### src/rtl/encoder_pkg.sv
// Shared sizes, state encoding and pointer reset value for the 8-to-3 request encoder.
package encoder_pkg;

  localparam int N_REQ = 8;
  localparam int IDX_W = 3;

  localparam logic [IDX_W-1:0] PTR_RESET = 3'd7;

  typedef enum logic {
    IDLE    = 1'b0,
    PRESENT = 1'b1
  } state_t;

endpackage

### src/rtl/prio_pick8.sv
// Combinational picker: highest set index, or first set index after start (mod 8).
module prio_pick8
  import encoder_pkg::*;
(
  input  logic [N_REQ-1:0] pend,
  input  logic [IDX_W-1:0] start,
  input  logic             rr,
  output logic [IDX_W-1:0] idx,
  output logic             any
);

  logic [IDX_W-1:0] j;

  always_comb begin
    idx = '0;
    j   = '0;
    any = |pend;
    if (rr) begin
      // walk from the farthest candidate back so the nearest one after start wins
      for (int k = N_REQ; k >= 1; k--) begin
        j = start + IDX_W'(k);
        if (pend[j]) idx = j;
      end
    end else begin
      for (int i = 0; i < N_REQ; i++) begin
        if (pend[i]) idx = IDX_W'(i);
      end
    end
  end

endmodule

### src/rtl/encoder8x3_irq.sv
// Registered 8-to-3 request encoder: edge capture into pend, one index presented per valid/ready handshake.
//   state   | meaning
//   IDLE    | nothing presented; V=0, selects from pend when non-empty
//   PRESENT | Y valid and frozen until R accepts it
module encoder8x3_irq
  import encoder_pkg::*;
#(
  parameter bit RR = 1'b0
) (
  input  logic             clk,
  input  logic             rst_n,
  input  logic [N_REQ-1:0] D,
  input  logic             E,
  input  logic             R,
  input  logic             clr,
  output logic [IDX_W-1:0] Y,
  output logic             V,
  output logic [N_REQ-1:0] pend,
  output logic             ovf
);

  state_t           state, state_nxt;
  logic [IDX_W-1:0] y_nxt;
  logic [IDX_W-1:0] ptr, ptr_nxt;
  logic [N_REQ-1:0] d_q;
  logic [N_REQ-1:0] rise;
  logic [N_REQ-1:0] served;
  logic             ovf_set;
  logic [IDX_W-1:0] pick_idx;
  logic             pick_any;

  assign V       = (state == PRESENT);
  assign rise    = D & ~d_q & {N_REQ{E}};
  assign served  = (V && R) ? (N_REQ'(1) << Y) : '0;
  // a re-raise on the line being served this cycle is a fresh request, not an overflow
  assign ovf_set = |(rise & pend & ~served);

  prio_pick8 u_pick (
    .pend  (pend),
    .start (ptr),
    .rr    (RR),
    .idx   (pick_idx),
    .any   (pick_any)
  );

  always_ff @(posedge clk or negedge rst_n) begin
    if (!rst_n) begin
      d_q  <= '0;
      pend <= '0;
      ovf  <= 1'b0;
    end else begin
      d_q  <= D;
      pend <= (pend & ~served) | rise;
      if (ovf_set)  ovf <= 1'b1;
      else if (clr) ovf <= 1'b0;
    end
  end

  always_ff @(posedge clk or negedge rst_n) begin
    if (!rst_n) begin
      state <= IDLE;
      Y     <= '0;
      ptr   <= PTR_RESET;
    end else begin
      state <= state_nxt;
      Y     <= y_nxt;
      ptr   <= ptr_nxt;
    end
  end

  always_comb begin
    state_nxt = state;
    y_nxt     = Y;
    ptr_nxt   = ptr;
    case (state)
      IDLE: begin
        if (pick_any) begin
          y_nxt     = pick_idx;
          state_nxt = PRESENT;
        end
      end
      PRESENT: begin
        if (R) begin
          ptr_nxt   = Y;
          state_nxt = IDLE;
        end
      end
      default: state_nxt = IDLE;
    endcase
  end

endmodule

### config.mk
export PLATFORM = sky130hd
export DESIGN_NAME = encoder8x3_irq
export DESIGN_NICKNAME = d
export VERILOG_FILES = /design/src/rtl/encoder_pkg.sv /design/src/rtl/prio_pick8.sv /design/src/rtl/encoder8x3_irq.sv
export SDC_FILE = /design/constraint.sdc
export NUM_CORES = 1
export LEC_CHECK = 0
export CORE_AREA = 2 2 47 49
export CTS_BUF_LIST = sky130_fd_sc_hd__clkbuf_16
export DETAILED_ROUTE_END_ITERATION = 10
export DIE_AREA = 0 0 49 51
export GPL_TIMING_DRIVEN = 0
export MAX_ROUTING_LAYER = met4
export PLACE_DENSITY = 0.74
export SLEW_MARGIN = 10
export SYNTH_ARGS = -nofsm -noshare
export SYNTH_HDL_FRONTEND = slang
export SYNTH_SLANG_ARGS = --single-unit
### constraint.sdc
create_clock -name clk -period 1.6 [get_ports clk]
set_clock_uncertainty 0.05 [all_clocks]
set_input_delay 0.24 -clock clk [delete_from_list [all_inputs] [get_ports clk]]
set_output_delay 0.24 -clock clk [all_outputs]
set_load 0.05 [all_outputs]
==> metrics, run 1 <==
status=completed; cell count after placement=132; synthesis warning total=0; Post-DRT Antenna Nets=0; CTS Hold Bufs=0; proportion of layout cells with a drive suffix above 1=6.481%; final weighted congestion in routability-driven placement=0.8089; average cell area after synthesis=10.75 um2; cells along the critical path=dlygate4sd2_1; post-route clock period utilization=94.96%; peak supply drop=0.9118 mV; final std cells w/o fill=136; Highest Clock Rate=658.2 MHz; sequential cell area fraction in the yosys report=61.86%; setup repair after global routing missed its margin=no; arrival time at the worst endpoint=1.23 ns; maximum number of buffers from clock root to sink=2; number of slew-limit violations in the final report=0; gate count after technology mapping=79; setup-violating endpoint count in the final report=0; floorplan row count=17; Die X=49 um; critical setup path kind=reg2out; power density over the cells=1929 nW/um2; crit path time final=1.519 ns; Vias per Instance=5.221; clk_lat worst skew=0.25 ns; first-pass iteration count of the detailed router=4; setup repair bufs after CTS=0; overall power of the completed layout=0.002317 W; launching element type of the critical path=flip-flop; detailed-route wire length per cell=12.38 um; detailed router's first-iteration violation count=11; total gr overflow=0; number of buffers inserted by port buffering=25; classification of the worst-slack hold path=in2reg; starting density of the core=41.18%; number of max-capacitance violations reported=0; number of distinct standard cells referenced by the synthesized netlist=20; via count of the first global-routing pass=696; H-tree lvl count=1; TritonCTS buffer count=3; maximum number of pins on one net before global-route repair=22; post-layout utilization of the core=58.22%; post-detailed-route DRC marker count=0; clk sinks=21; data required time at the worst endpoint=1.31 ns; Die Height=51 um; r2r setup slk=0.12 ns; Vias=710; Root Buffer Master=sky130_fd_sc_hd__clkbuf_16; clock-pin slew reported for the worst setup and hold paths after clock tree synthesis=0.05 ns; clock tree from TritonCTS=built; post-route setup TNS=0 ns; first-pass GRT wire length=2911 um; area of the die=2499 um2; maximum cell stage delay along the critical path=0.55 ns; endpoint class of the critical path=output pin; largest driver fanout on the critical path=7; WL final=1683 um; area overhead of the layout relative to synthesis=41.38%; leak pwr=0.4903 nW; slew margin rel.=41.62%; number of diodes added for antenna fixing=0; filler cell count=194; Critical-path top delay cell=sky130_fd_sc_hd__dlygate4sd2_1; Final nets=122; Worst-Margin Slew=0.8730 ns; number of endpoints with negative hold slack in the final report=0; core region area=2063 um2; Critical path buffers and inverters=1; #FFs+latches synth=21; io pins=26; category of cells accounting for the largest share of critical-path delay=buffers and inverters; antenna violations before repair=0; post-synth design cell area=849.6 um2; syn_nets=92; total global routing track utilization=16.13%; Post-DP HPWL=1338 um
[cell type report]
| class | count | area [um2] | area share (%) |
|---|---|---|---|
| well taps | 28 | 35.03 | 2.917 |
| clock inverters | 1 | 3.754 | 0.3125 |
| repair buffers | 25 | 232.7 | 19.38 |
| flip-flops and latches | 21 | 528.0 | 43.96 |
| clock buffers | 3 | 75.07 | 6.250 |
| multi-input cells | 50 | 296.5 | 24.69 |
| inverters | 8 | 30.03 | 2.500 |
[metrics by stage]
| step | hold WS [ns] | instance area, um2 | worst slack (ns) |
|---|---|---|---|
| 2_1_floorplan | -0.1056 | 852.1 | 0.01470 |
| 3_3_place_gp | 0.3875 | 1137 | -0.2931 |
| 3_5_place_dp | 0.4101 | 1137 | -0.3016 |
| 4_1_cts | 0.4052 | 1199 | 0.03405 |
| 5_1_grt | 0.4120 | 1201 | 0.009381 |
| 6_report | 0.4023 | 1201 | 0.08070 |
[layer usage]
metal | up-vias | GRT usage [%] | routed length [um]
li1 | 347 | - | -
met1 | 340 | 17.78 | 714
met2 | 19 | 27.63 | 855
met3 | 4 | 4.386 | 84
met4 | 0 | 7.143 | 29
met5 | - | - | 0
[worst paths after layout]
| check | from | to | cells past startpoint |
|---|---|---|---|
| max | V | V | 1 |
| max reg2reg | Y[1] | ovf | 5 |
| max in group asynchronous | rst_n | Y[1] | 1 |
| min in group asynchronous | rst_n | d_q[3] | 1 |
| min | D[0] | d_q[0] | 1 |
| min reg2reg | d_q[5] | pend[5] | 1 |
[flip-flops by register name, indices dropped and copies added, names as in the netlist]
name / flops
d_q: 8
pend: 8
Y: 3
V: 1
ovf: 1
[cell usage in the layout, fill, tap and decap left out, drive strengths merged, types with 2 or more instances in the layout]
cell type	instances
o21ai	14
nand3b	4
inv	9
dfrtp	21
a21oi	6
nor4	2
nor3	3
o32ai	3
o31ai	3
nor2	3
clkbuf	3
dlygate4sd2	14
nand2	3
nand2b	3
clkdlybuf4s50	11
[where the power goes]
part           leakage [nW]  internal [W]  switching [W]  total [W]
combinational         0.225      0.000278       0.000703   0.000981
sequential            0.223      0.000675       0.000153   0.000829
clock                0.0423      0.000332       0.000174   0.000507
total                 0.490       0.00129        0.00103    0.00232
[cell families after synthesis]
family          synth area share, %
compound gates                20.47
simple gates                  14.14
buf+inv                       3.535
flops                         61.86
[cells in the mapped netlist (all sizes together)]
master,count,area [um2]
a21oi,6,30.03
nand2b,3,18.77
nand2,3,11.26
nand3,1,5.000
a21o,1,7.510
o31ai,3,22.52
nand3b,4,30.03
nor2,3,11.26
o32ai,3,26.28
nor3,3,15.01
o21ai,14,73.82
o21bai,1,7.510
inv,8,30.03
or3b,1,8.760
dfrtp,21,525.5
nor4,2,12.51
or2b,1,7.510
o22ai,1,6.260
[repair_timing]
item,in CTS,in global routing
pin swaps,0,1
setup endpoints to repair,14,1
resized for setup,14,2
cloned,0,0
No activity file was read; power rests on OpenSTA's default activity.
==> run 2, diff against run 1 <==
--- a/config.mk
+++ b/config.mk
@@ -5,13 +5,12 @@
 export SDC_FILE = /design/constraint.sdc
 export NUM_CORES = 1
 export LEC_CHECK = 0
-export CORE_AREA = 2 2 47 49
+export CORE_AREA = 2 2 64 66
 export CTS_BUF_LIST = sky130_fd_sc_hd__clkbuf_16
 export DETAILED_ROUTE_END_ITERATION = 10
-export DIE_AREA = 0 0 49 51
+export DIE_AREA = 0 0 66 68
 export GPL_TIMING_DRIVEN = 0
 export MAX_ROUTING_LAYER = met4
-export PLACE_DENSITY = 0.74
 export SLEW_MARGIN = 10
 export SYNTH_ARGS = -nofsm -noshare
 export SYNTH_HDL_FRONTEND = slang
==> run 2 against run 1 <==
Routed wire length is 9.5% higher; count of clock-buffer cells in the layout stayed put; via count is 2.7% lower; core utilization is 26 points lower; setup slack got worse by 0.025 ns; sequential share of layout area is 0.90 points lower; combinational power about the same; die area up 80%; final cell count up 16%; largest power group unchanged; highest routed layer unchanged.
==> metrics, run 2 (synthesis gave the netlist of run 1 again) <==
data required time at the worst endpoint=1.31 ns; core region area=3856 um2; origin of the worst min-delay path=D[0]; peak supply drop=0.4568 mV; Root Buffer Master=sky130_fd_sc_hd__clkbuf_16; maximum number of buffers from clock root to sink=2; io pins=26; area of the die=4488 um2; H-tree lvl count=1; classification of the worst-slack hold path=in2reg; multi-input logic area=294.0 um2; final weighted congestion in routability-driven placement=0.7718; Die X=66 um; number of diodes added for antenna fixing=0; Final nets=122; area overhead of the layout relative to synthesis=44.33%; leak pwr=0.4893 nW; Vias=691; CTS Hold Bufs=0; post-route clock period utilization=96.50%; arrival time at the worst endpoint=1.25 ns; slew margin rel.=38.06%; number of buffers inserted by port buffering=25; most frequent cells in the layout=19 x sky130_fd_sc_hd__dfrtp_1, 14 x sky130_fd_sc_hd__dlygate4sd2_1, 11 x sky130_fd_sc_hd__clkdlybuf4s50_1; GR Layer Usage met3=3.125%; final hold slack=0.3985 ns; Post-DRT Antenna Nets=0; setup repair after global routing missed its margin=no; Worst-Margin Slew=0.9262 ns; clock tree from TritonCTS=built; crit path time final=1.544 ns; capture point of the worst reg-to-reg path=ovf; Post-DP HPWL=1430 um; number of slew-limit violations in the final report=0; crit path from=V; worst hold path depth=1; TritonCTS buffer count=3; leading cell type in the layout, fill and taps excluded=sky130_fd_sc_hd__dfrtp_1; clock-pin slew reported for the worst setup and hold paths after clock tree synthesis=0.06 ns; number of max-capacitance violations reported=0; status=completed; endpoint class of the critical path=output pin; post-route setup TNS=0 ns; clk sinks=21; registers with the highest flip-flop counts=d_q: 8 flops, pend: 8 flops, Y: 3 flops; Highest Clock Rate=647.7 MHz; category of cells accounting for the largest share of critical-path delay=buffers and inverters; cells along the critical path=dlygate4sd2_1; Storage cell area=528.0 um2; Reg2Reg Launch Point=Y[1]; floorplan row count=23; depth of the worst register-to-register path=5; Vias per Instance=4.373; r2r setup slk=0.11 ns; detailed router's first-iteration violation count=20; met2 usage in global routing=16.16%; first-pass iteration count of the detailed router=4; detailed-route wire length per cell=11.66 um; overall power of the completed layout=0.002329 W; antenna violations before repair=0; via count of the first global-routing pass=698; critical setup path kind=reg2out; busiest layer in global routing=met2; number of endpoints with negative hold slack in the final report=0; largest driver fanout on the critical path=7; met1 Track Usage GR=10.08%; post-detailed-route DRC marker count=0; maximum cell stage delay along the critical path=0.56 ns; power density over the cells=1899 nW/um2; setup-violating endpoint count in the final report=0; Critical-path top delay cell=sky130_fd_sc_hd__dlygate4sd2_1; Critical path buffers and inverters=1; starting density of the core=22.03%; clk_lat worst skew=0.25 ns; total gr overflow=0; total global routing track utilization=9.625%; Die Height=68 um; first-pass GRT wire length=3084 um; proportion of layout cells with a drive suffix above 1=5.556%; WL final=1843 um; destination of the worst hold path=d_q[0]; maximum number of pins on one net before global-route repair=22; cell count along the critical path=1; launching element type of the critical path=flip-flop; filler cell count=408
## run 2: layout make-up
class	count	share of cell area [%]
clock buffers	3	6.122
clock inverters	1	0.3061
inverters	8	2.449
multi-input cells	50	23.98
flip-flops and latches	21	43.06
well taps	50	5.102
repair buffers	25	18.98
## run 2: worst max-delay path by stage
stage	slack, ns	endpoint
6_report	0.06	V
2_1_floorplan	0.01	ovf
4_1_cts	0.04	ovf
3_5_place_dp	-0.31	ovf
3_3_place_gp	-0.31	ovf
5_1_grt	0.01	V
## run 2: what timing repair did
action                                  in CTS  in global routing
buffers inserted                             0                  0
endpoints found under the setup margin      14                  1
pin swaps                                    0                  1
resized for setup                           14                  1
## run 2: layer usage
metal	up-vias	wire length (um)	share of wire, %
met5	-	0	0
li1	345	-	-
met1	322	784	43
met2	19	877	48
met3	5	134	7.3
met4	0	47	2.6
## run 2: metrics by stage
stage          setup WS [ns]  cells  util, %  area, um2
3_5_place_dp         -0.3127    154    30.21       1165
6_report             0.05598    158    31.80       1226
3_3_place_gp         -0.3107    154    30.21       1165
4_1_cts              0.04065    158    31.80       1226
5_1_grt              0.01410    158    31.80       1226
2_1_floorplan        0.01470     79        -      852.1
## run 2: power breakdown
| part | leakage (nW) | internal (W) | total (W) | switching, W |
|---|---|---|---|---|
| Sequential | 0.223 | 0.000675 | 0.000832 | 0.000156 |
| Combinational | 0.224 | 0.000275 | 0.000981 | 0.000705 |
| Clock | 0.0423 | 0.000333 | 0.000516 | 0.000183 |
==> run 3, diff against run 2 <==
--- a/config.mk
+++ b/config.mk
@@ -15,3 +15,4 @@
 export SYNTH_ARGS = -nofsm -noshare
 export SYNTH_HDL_FRONTEND = slang
 export SYNTH_SLANG_ARGS = --single-unit
+export TNS_END_PERCENT = 20
==> results of run 3 <==
Final layout, timing and power as in run 2 (identical DEF).
